===== config.mk =====
export PLATFORM = sky130hd
export DESIGN_NAME = memwb_stage
export DESIGN_NICKNAME = d
export VERILOG_FILES = /design/src/rtl/memwb_stage.sv
export SDC_FILE = /design/constraint.sdc
export NUM_CORES = 1
export LEC_CHECK = 0
export ABC_AREA = 1
export BUFFER_PORTS_ARGS = -buffer_cell sky130_fd_sc_hd__buf_2
export CAP_MARGIN = 20
export CORE_MARGIN = 10
export CORE_UTILIZATION = 55
export CTS_CLUSTER_DIAMETER = 80
export DETAILED_ROUTE_END_ITERATION = 10
export PLACE_DENSITY = 0.89
export SLEW_MARGIN = 30
export SYNTH_ARGS = -nofsm -noshare
export SYNTH_HDL_FRONTEND = slang
export SYNTH_SLANG_ARGS = --single-unit

===== constraint.sdc =====
create_clock -name clk -period 2.15 [get_ports clk]
set_input_delay 0.215 -clock clk [delete_from_list [all_inputs] [get_ports clk]]
set_output_delay 0.215 -clock clk [all_outputs]
set_load 0.01 [all_outputs]

===== src/rtl/memwb_stage.sv =====
// MEM/WB stage with valid/ready handshake, 2-entry skid buffer, flush and saturating stall counter.
// Latency 1 cycle; in_ready depends only on registered state; MEMWB_FWD_EN adds forwarding outputs.
module memwb_stage #(
    parameter int ARQ      = 16,
    parameter int REG_AW   = 4,
    parameter int CNT_W    = 16,
    parameter int ZERO_REG = 1
) (
    input  logic              clk,
    input  logic              rst,
    input  logic              flush,
    input  logic              in_valid,
    output logic              in_ready,
    input  logic              in_mem_rd_sel,
    input  logic              in_wb_en,
    input  logic [REG_AW-1:0] in_rd_addr,
    input  logic [ARQ-1:0]    in_alu_result,
    input  logic [ARQ-1:0]    in_mem_result,
    output logic              out_valid,
    input  logic              out_ready,
    output logic              out_wb_en,
    output logic [REG_AW-1:0] out_rd_addr,
    output logic [ARQ-1:0]    out_wb_data,
    output logic [ARQ-1:0]    out_alu_result,
    output logic [CNT_W-1:0]  stall_cnt
`ifdef MEMWB_FWD_EN
    ,
    output logic              fwd_valid,
    output logic [REG_AW-1:0] fwd_addr,
    output logic [ARQ-1:0]    fwd_data
`endif
);

    typedef enum logic [1:0] {
        EMPTY = 2'd0,
        ONE   = 2'd1,
        FULL  = 2'd2
    } state_t;

    typedef struct packed {
        logic              wb_en;
        logic [REG_AW-1:0] rd_addr;
        logic [ARQ-1:0]    wb_data;
        logic [ARQ-1:0]    alu_result;
    } entry_t;

    state_t             state_q, state_d;
    entry_t             head_q, head_d;
    entry_t             skid_q, skid_d;
    entry_t             cap;
    logic [CNT_W-1:0]   stall_q, stall_d;
    logic               accept;
    logic               consume;

    assign in_ready = (state_q != FULL);
    assign out_valid = (state_q != EMPTY);
    assign accept = in_valid && in_ready;
    assign consume = out_valid && out_ready;

    // Writeback mux and zero-register masking happen at capture so the head is ready to use.
    always_comb begin
        cap            = '0;
        cap.wb_en      = in_wb_en && !((ZERO_REG != 0) && (in_rd_addr == '0));
        cap.rd_addr    = in_rd_addr;
        cap.wb_data    = in_mem_rd_sel ? in_mem_result : in_alu_result;
        cap.alu_result = in_alu_result;
    end

    always_comb begin
        state_d = state_q;
        head_d  = head_q;
        skid_d  = skid_q;
        if (flush) begin
            state_d = EMPTY;
        end else begin
            case (state_q)
                EMPTY: begin
                    if (accept) begin
                        head_d  = cap;
                        state_d = ONE;
                    end
                end
                ONE: begin
                    if (accept && consume) begin
                        head_d = cap;
                    end else if (accept) begin
                        skid_d  = cap;
                        state_d = FULL;
                    end else if (consume) begin
                        state_d = EMPTY;
                    end
                end
                FULL: begin
                    if (consume) begin
                        head_d  = skid_q;
                        state_d = ONE;
                    end
                end
                default: state_d = EMPTY;
            endcase
        end
    end

    always_comb begin
        stall_d = stall_q;
        if (out_valid && !out_ready && (stall_q != {CNT_W{1'b1}})) begin
            stall_d = stall_q + CNT_W'(1);
        end
    end

    always_ff @(posedge clk) begin
        if (rst) begin
            state_q <= EMPTY;
            head_q  <= '0;
            skid_q  <= '0;
            stall_q <= '0;
        end else begin
            state_q <= state_d;
            head_q  <= head_d;
            skid_q  <= skid_d;
            stall_q <= stall_d;
        end
    end

    // Head data may be stale after a flush, so the write enable is qualified by valid.
    assign out_wb_en      = head_q.wb_en && out_valid;
    assign out_rd_addr    = head_q.rd_addr;
    assign out_wb_data    = head_q.wb_data;
    assign out_alu_result = head_q.alu_result;
    assign stall_cnt      = stall_q;

`ifdef MEMWB_FWD_EN
    assign fwd_valid = out_valid && out_wb_en;
    assign fwd_addr  = out_rd_addr;
    assign fwd_data  = out_wb_data;
`endif

endmodule


==> results.py, run 1 <==
metrics = {
    "run_status": {
        "status": "completed",
    },
    "cells_and_area": {
        "area_growth_syn_to_layout_pct": 9.08,
        "design_area_mm2": 0.00495,
        "fin_nets": 735,
        "final_common_cell": "nand2_1",
        "drive_above_1_share": 0.189,
        "final_cell_mix": "nand2_1 (149), buf_2 (97), dfxtp_1 (92)",
        "diodes": 0,
    },
    "sta": {
        "fin_crit_sh": 0.861,
        "finalSetupViolCount": 0,
        "worstMarginPinSlew_ns": 0.800,
        "setup_slack_ns": 0.298,
        "timing.fmax_mhz": 540,
        "fin_setup_tns_ns": 0,
        "relSlewSlack": 0.466,
        "final.min_clock_period_ns": 1.85,
        "hold_viol_final": 0,
        "fin_worst_skew_ns": 0.0125,
        "drv_slew": 0,
        "rsz0062_at_grt": "false",
    },
    "logic_synthesis": {
        "yosysSeqAreaShare": 0.406,
        "syn_area_mm2": 0.00454,
        "syn_inst": 649,
        "synth_top_area_cell": "dfxtp_1",
        "synth_nets": 693,
        "synth_top_area_frac": 0.406,
        "ys_top_cells_by_area": "dfxtp_1 (41%), nand2_1 (12%), o21ai_0 (8.6%), a21oi_1 (8.2%), buf_4 (6.6%)",
        "synth.distinct_cells": 25,
        "ys_ff_latch": 92,
        "syn_area_per_cell_um2": 6.99,
        "yosysWarnings": 0,
    },
    "clock_tree": {
        "hold_buffers": 0,
        "clock_latency_ns": 0.37,
        "clkSinkCount": 92,
        "post_cts_buffers": 0,
        "cts_tree": "built",
        "post_cts_resized": 0,
        "htreeDepth": 3,
        "cts_root_buf": "clkbuf_8",
        "cts_made_buffers": 9,
        "cts.clk_slew.worst_paths_ns": 0.09,
        "clk_path_buf_depth": 2,
    },
    "placement": {
        "globalplace.congestion": 0.839,
        "dpl_cell_area_mm2": 0.00474,
        "dpl.hpwl_um": 8260,
        "port_buffers": 97,
        "pre_cts_slack_ns": 0.437,
    },
    "drt": {
        "dr_total_vias": 4240,
        "first_iter_violations": 334,
        "ant_nets": 0,
        "first_pass_iters": 5,
        "via_per_inst": 5.31,
        "routedWlPerCell_um": 14.3,
        "drc_errors": 0,
        "drt-total-wl_um": 11500,
    },
    "power_and_ir_drop": {
        "leakage_uw": 0.00212,
        "ir_drop_uv": 358,
        "cellPowerDensity_mw_per_mm2": 680,
        "finalPower_uw": 3360,
    },
    "global_routing": {
        "grt_util_all_layers": 0.178,
        "grt_pass1_wl_um": 18600,
        "grt_max_degree": 63,
        "overflow": 0,
        "antenna_found_initial": 0,
        "grt_pass1_vias": 3931,
    },
    "worst_setup_path": {
        "critPathRequiredTime_ns": 1.93,
        "regToRegStartpoint": "stall_cnt[0]",
        "rr_worst_depth": 7,
        "worst_ep_arrival_time_ns": 1.64,
        "regToRegSetupSlack_ns": 0.38,
        "critical_path_class": "reg -> out",
        "crit_fanout": 26,
        "r2r_end": "stall_cnt[1]",
        "end_kind": "primary output",
        "startpoint_type": "flip-flop",
    },
    "floorplanning": {
        "pin_count": 98,
        "core_mm2": 0.00813,
        "die_h_um": 111,
        "row_count": 33,
        "initial_core_util": 0.558,
        "die_x_um": 111,
        "die_area_mm2": 0.0123,
    },
    "min_path": {
        "hp-start": "in_rd_addr[0]",
        "hold_end": "skid_q[32]",
        "min_path_type": "in -> reg",
        "hold-path-cell-count": 3,
    },
    "run": {
        "drv_cap": 0,
    },
}
power by group:
group / switching, uW / leakage, uW / internal [uW] / total [uW]
sequential: 24.6 / 0.000746 / 1750 / 1780
combinational: 238 / 0.00128 / 128 / 366
clock: 577 / 0.0000984 / 645 / 1220
routing by layer:
layer	wire length [um]	share of wire	GRT usage
met3	671	0.059	0.0363
met2	5390	0.47	0.295
met1	5100	0.45	0.217
met4	299	0.026	0.0755
met5	0	0	0
synth_stat cells, drive strengths merged:
library cell / instances
a211oi: 13
a21oi: 74
buf: 53
clkbuf: 21
dfxtp: 92
ha: 1
inv: 55
nand2: 150
nand3: 46
nand3b: 1
nand4: 5
nor2: 50
nor3: 3
o21ai: 79
xnor2: 2
xor2: 4
area by class of cell:
type	count	area [um2]
Fill cell	709	3190
Multi-Input combinational cell	428	2020
Sequential cell	92	1840
Timing Repair Buffer	105	546
Inverter	55	206
Tap cell	105	131
Clock buffer	10	128
Clock inverter	4	76.3
cell families (layout without fill, tap and decap cells):
kind of cell,count (synthesis),after routing,synth area share
AND/OR/NAND/NOR,255,255,0.239
AO/OA/AOI/OAI,166,166,0.191
adder cells (fa/ha/maj),1,1,0.00276
flip-flops,92,92,0.406
buffers and inverters,129,174,0.149
XOR/XNOR,6,6,0.0116
metrics by stage:
step                      instances  hold WS (ns)  utilization
after CTS                       799         0.119        0.608
final                           799         0.124        0.608
after floorplan                 649         0.350            -
after global placement          785         0.434        0.583
after global routing            799         0.148        0.608
after detailed placement        785         0.440        0.583
state kept, by name, indices dropped and copies added, names as in the netlist:
register,count
out_rd_addr,4
head_q,1
state_q,2
out_alu_result,16
skid_q,37
stall_cnt,16
out_wb_data,16
how the worst max path moves through the flow:
stage | from | end | slack (ns) | cells after the start
floorplan | stall_cnt[0] | stall_cnt[11] | 0.60 | 9
CTS | state_q[0] | in_ready | 0.30 | 4
global route | state_q[0] | in_ready | 0.20 | 4
finish | state_q[0] | in_ready | 0.30 | 4
global placement | stall_cnt[0] | stall_cnt[11] | 0.52 | 7
detailed placement | stall_cnt[0] | stall_cnt[2] | 0.44 | 7
critical path, cell delays in order (launching register included):
cell and delay (ns):
dfxtp_1 0.46, nor2_4 0.07, inv_2 0.31, buf_4 0.28, buf_2 0.16
(Power assumes the default switching activity.)
==> run 2, diff against run 1 <==
--- a/config.mk
+++ b/config.mk
@@ -13,6 +13,7 @@
 export CTS_CLUSTER_DIAMETER = 80
 export DETAILED_ROUTE_END_ITERATION = 10
 export PLACE_DENSITY = 0.89
+export RECOVER_POWER = 100
 export SLEW_MARGIN = 30
 export SYNTH_ARGS = -nofsm -noshare
 export SYNTH_HDL_FRONTEND = slang
==> results.py, run 2 (same netlist as run 1, synthesis figures left out) <==
metrics = {
    "floorplanning": {
        "pin_count": 98,
        "die_x_um": 111,
        "die_area_mm2": 0.0123,
        "row_count": 33,
        "die_h_um": 111,
        "initial_core_util": 0.558,
        "core_mm2": 0.00813,
    },
    "global_routing": {
        "grt_pass1_vias": 3931,
        "grt_util_all_layers": 0.178,
        "overflow": 0,
        "antenna_found_initial": 0,
        "grt_max_degree": 63,
        "grt_pass1_wl_um": 18600,
    },
    "sta": {
        "hold_viol_final": 0,
        "drv_slew": 0,
        "finalSetupViolCount": 0,
        "fin_worst_skew_ns": 0.0125,
        "final.min_clock_period_ns": 1.84,
        "whs_ns": 0.129,
        "rsz0062_at_grt": "false",
        "worstMarginPinSlew_ns": 0.843,
        "timing.fmax_mhz": 544,
        "fin_crit_sh": 0.855,
        "relSlewSlack": 0.438,
        "fin_setup_tns_ns": 0,
    },
    "worst_setup_path": {
        "crit_chain": "inv_1, nor2_1, inv_2, buf_4, buf_2",
        "endpoint": "in_ready",
        "regToRegSetupSlack_ns": 0.35,
        "cp_top_family": "buffers and inverters",
        "critPathRequiredTime_ns": 1.93,
        "regToRegStartpoint": "stall_cnt[0]",
        "rr_worst_depth": 9,
        "cpPeakStageDelay_ns": 0.34,
        "worst_ep_arrival_time_ns": 1.62,
        "end_kind": "primary output",
        "critPathLaunch": "state_q[1]",
        "crit_fanout": 26,
        "r2r_end": "stall_cnt[15]",
        "crit_buf_inv": 4,
        "crit_cells": 5,
        "startpoint_type": "flip-flop",
        "cpMaxStageDelayCell": "dfxtp_1",
        "critical_path_class": "reg -> out",
    },
    "drt": {
        "ant_nets": 0,
        "first_pass_iters": 5,
        "drt-total-wl_um": 11500,
        "via_per_inst": 5.28,
        "dr_total_vias": 4221,
        "routedWlPerCell_um": 14.4,
        "drc_errors": 0,
        "first_iter_violations": 324,
    },
    "power_and_ir_drop": {
        "ir_drop_uv": 362,
        "cellPowerDensity_mw_per_mm2": 693,
        "leakage_uw": 0.00189,
    },
    "placement": {
        "dpl.hpwl_um": 8260,
        "globalplace.congestion": 0.839,
        "port_buffers": 97,
    },
    "cells_and_area": {
        "area_growth_syn_to_layout_pct": 6.73,
        "fin_util": 0.595,
        "drive_above_1_share": 0.102,
        "diodes": 0,
        "fin_nets": 735,
        "final_common_cell": "nand2_1",
        "largest_register_ffs": 37,
        "final_cell_mix": "nand2_1 (150), dfxtp_1 (92), o21ai_0 (78)",
        "largest_register": "skid_q",
    },
    "clock_tree": {
        "post_cts_resized": 0,
        "cts_made_buffers": 9,
        "clkSinkCount": 92,
        "post_cts_buffers": 0,
        "hold_buffers": 0,
        "htreeDepth": 3,
        "clk_path_buf_depth": 2,
        "clock_latency_ns": 0.36,
        "cts.clk_slew.worst_paths_ns": 0.08,
        "cts_tree": "built",
        "cts_root_buf": "clkbuf_8",
    },
    "min_path": {
        "min_path_type": "in -> reg",
    },
    "run_status": {
        "status": "completed",
    },
    "run": {
        "drv_cap": 0,
    },
}
[run 2: cell type report]
cell class	count	area (um2)
fillers	752	3290
multi-input cells	428	1980
flip-flops and latches	92	1840
repair buffers	105	473
inverters	55	206
well taps	105	131
clock buffers	10	128
clock inverters	4	76.3
[run 2: per-layer routing]
| metal | vias up | global-route usage | part of all wire |
|---|---|---|---|
| met5 | - | 0 | 0 |
| met4 | 0 | 0.0755 | 0.021 |
| met3 | 18 | 0.0363 | 0.060 |
| met2 | 142 | 0.295 | 0.47 |
| met1 | 1905 | 0.217 | 0.45 |
| li1 | 2156 | - | - |
[run 2: worst register-to-register path, delay by kind of cell, from the launching register on]
family	cells	cell delay [ns]
flops	1	0.36
simple gates	8	1.10
fa+ha+maj	1	0.25
[run 2: worst min path at each step]
stage                        startpoint         end  slack, ns  depth (start not counted)
final                     in_rd_addr[0]  skid_q[32]       0.13                          3
after global placement        skid_q[7]   skid_q[7]       0.43                          2
after global routing      in_rd_addr[0]  skid_q[32]       0.15                          3
after detailed placement     skid_q[11]  skid_q[11]       0.44                          2
after floorplan           in_rd_addr[0]  skid_q[32]       0.35                          2
after CTS                 in_rd_addr[0]  skid_q[32]       0.12                          3
[run 2: per-stage QoR]
step | power [uW] | cells | setup slack (ns) | cell area, um2
CTS | 3390 | 799 | 0.303 | 4950
global placement | 2160 | 785 | 0.516 | 4740
detailed placement | 2180 | 785 | 0.437 | 4740
floorplan | 2080 | 649 | 0.602 | 4540
finish | 3350 | 799 | 0.311 | 4840
global route | 3490 | 799 | 0.147 | 4840
[run 2: power by group]
part	internal (uW)	switching (uW)
Clock	645	579
Sequential	1750	25.0
Combinational	117	236
==> run 3, diff against run 2 <==
==> constraint.sdc (replaced) <==
create_clock -name clk -period 2.15 [get_ports clk]
set_input_delay 0 -clock clk [delete_from_list [all_inputs] [get_ports clk]]
set_output_delay 0 -clock clk [all_outputs]
set_load 0.01 [all_outputs]
==> results.py, run 3 (same netlist as run 1, synthesis figures left out) <==
metrics = {
    "sta": {
        "fin_worst_skew_ns": 0.0127,
        "final.min_clock_period_ns": 1.79,
        "rsz0062_at_grt": "false",
        "relSlewSlack": 0.447,
        "fin_crit_sh": 0.835,
        "whs_ns": -0.00975,
        "finalSetupViolCount": 0,
        "drv_slew": 0,
        "worstMarginPinSlew_ns": 0.829,
        "setup_slack_ns": 0.355,
        "fin_setup_tns_ns": 0,
        "hold_viol_final": 2,
        "timing.fmax_mhz": 557,
    },
    "cells_and_area": {
        "largest_register": "skid_q",
        "final_cell_mix": "nand2_1 (150), dfxtp_1 (92), o21ai_0 (78)",
        "area_growth_syn_to_layout_pct": 11.1,
        "drive_above_1_share": 0.0994,
        "final_common_cell": "nand2_1",
        "fin_nets": 755,
        "largest_register_ffs": 37,
        "fin_util": 0.620,
        "design_area_mm2": 0.00504,
    },
    "global_routing": {
        "grt_util_all_layers": 0.183,
        "grt_pass1_wl_um": 19300,
        "grt_pass1_vias": 4055,
        "grt_max_degree": 63,
        "overflow": 0,
        "antenna_found_initial": 1,
    },
    "drt": {
        "via_per_inst": 5.26,
        "first_pass_iters": 7,
        "drt-total-wl_um": 11800,
        "drc_errors": 0,
        "ant_nets": 0,
        "first_iter_violations": 339,
        "dr_total_vias": 4317,
        "routedWlPerCell_um": 14.4,
    },
    "clock_tree": {
        "clk_path_buf_depth": 2,
        "cts_made_buffers": 9,
        "clkSinkCount": 92,
        "cts_root_buf": "clkbuf_8",
        "htreeDepth": 3,
        "post_cts_resized": 0,
        "clock_latency_ns": 0.37,
        "cts.clk_slew.worst_paths_ns": 0.08,
        "cts_tree": "built",
    },
    "power_and_ir_drop": {
        "p_clk_frac": 0.362,
        "p_int_uw": 2540,
        "combPwrFrac": 0.113,
        "p_sw_uw": 848,
        "pwr-share-seq": 0.525,
        "finalPower_uw": 3380,
        "leakage_uw": 0.00197,
        "cellPowerDensity_mw_per_mm2": 671,
        "switching_share": 0.251,
        "ir_drop_uv": 370,
    },
    "worst_setup_path": {
        "worst_ep_arrival_time_ns": 2.05,
        "critPathRequiredTime_ns": 2.40,
        "crit_fanout": 16,
        "end_kind": "flip-flop",
        "startpoint_type": "flip-flop",
        "critical_path_class": "reg -> reg",
        "rr_worst_depth": 9,
    },
    "run": {
        "drv_cap": 0,
    },
    "floorplanning": {
        "core_mm2": 0.00813,
        "pin_count": 98,
        "row_count": 33,
        "die_area_mm2": 0.0123,
        "die_h_um": 111,
        "die_x_um": 111,
        "initial_core_util": 0.558,
    },
    "placement": {
        "dpl.hpwl_um": 8260,
        "globalplace.congestion": 0.839,
        "port_buffers": 97,
        "dpl_cell_area_mm2": 0.00474,
        "pre_cts_slack_ns": 0.437,
    },
    "min_path": {
        "min_path_type": "in -> reg",
        "hold-path-cell-count": 4,
    },
    "run_status": {
        "status": "finished, violations left",
        "violations": "hold timing",
    },
}
## run 3: changes by cell type in the layout (fill, tap and decap cells not counted)
cell | previous run | this run
diode_2 | 0 | 1
clkbuf_2 | 1 | 2
buf_4 | 6 | 5
dlygate4sd3_1 | 0 | 20
## run 3: worst max-delay path: stages, from the launching register on
cell     delay [ns]
dfxtp_1        0.36
ha_1           0.25
nand2_1        0.08
nor2_1         0.05
nand2_1        0.12
nor2_1         0.07
nor2_2         0.48
nand3_1        0.14
nand2_1        0.09
nor2_1         0.05
## run 3: layout make-up
cell class	count	area, um2
tap	105	131
multi-input combinational	428	1980
inverter	55	206
clock inverter	4	76.3
fill	728	3090
timing repair buffer	125	671
sequential	92	1840
antenna	1	2.50
clock buffer	10	128
## run 3: path summary, 6_finish.rpt
check / start / to / slack [ns]
worst min-delay path: flush / state_q[1] / -0.01
worst min register to register: skid_q[10] / skid_q[10] / 0.46
worst max-delay path: stall_cnt[0] / stall_cnt[15] / 0.36
worst max register to register: stall_cnt[0] / stall_cnt[15] / 0.36
## run 3: what timing repair did
item                       4_1_cts  5_1_grt
hold endpoints to repair        20        0
hold buffers                    20        0
setup endpoints to repair        0        0
setup buffers                    0        0
## run 3: metrics by stage
| stage | hold WS, ns | instances |
|---|---|---|
| after floorplan | 0.135 | 649 |
| after global placement | 0.273 | 785 |
| after detailed placement | 0.283 | 785 |
| after CTS | 0.0120 | 819 |
| after global routing | 0.00232 | 820 |
| final | -0.00975 | 820 |
## run 3: power groups by stage
stage / Sequential [uW] / Combinational [uW] / Clock [uW]
2_1_floorplan: 1810 / 273 / 0
3_3_place_gp: 1810 / 353 / 0
3_5_place_dp: 1820 / 363 / 0
4_1_cts: 1780 / 393 / 1250
5_1_grt: 1780 / 429 / 1310
6_report: 1780 / 383 / 1230
## run 3: metal layers
metal,part of all wire,GRT usage
met5,0,0
met4,0.027,0.0807
met3,0.055,0.0341
met2,0.47,0.306
met1,0.44,0.224
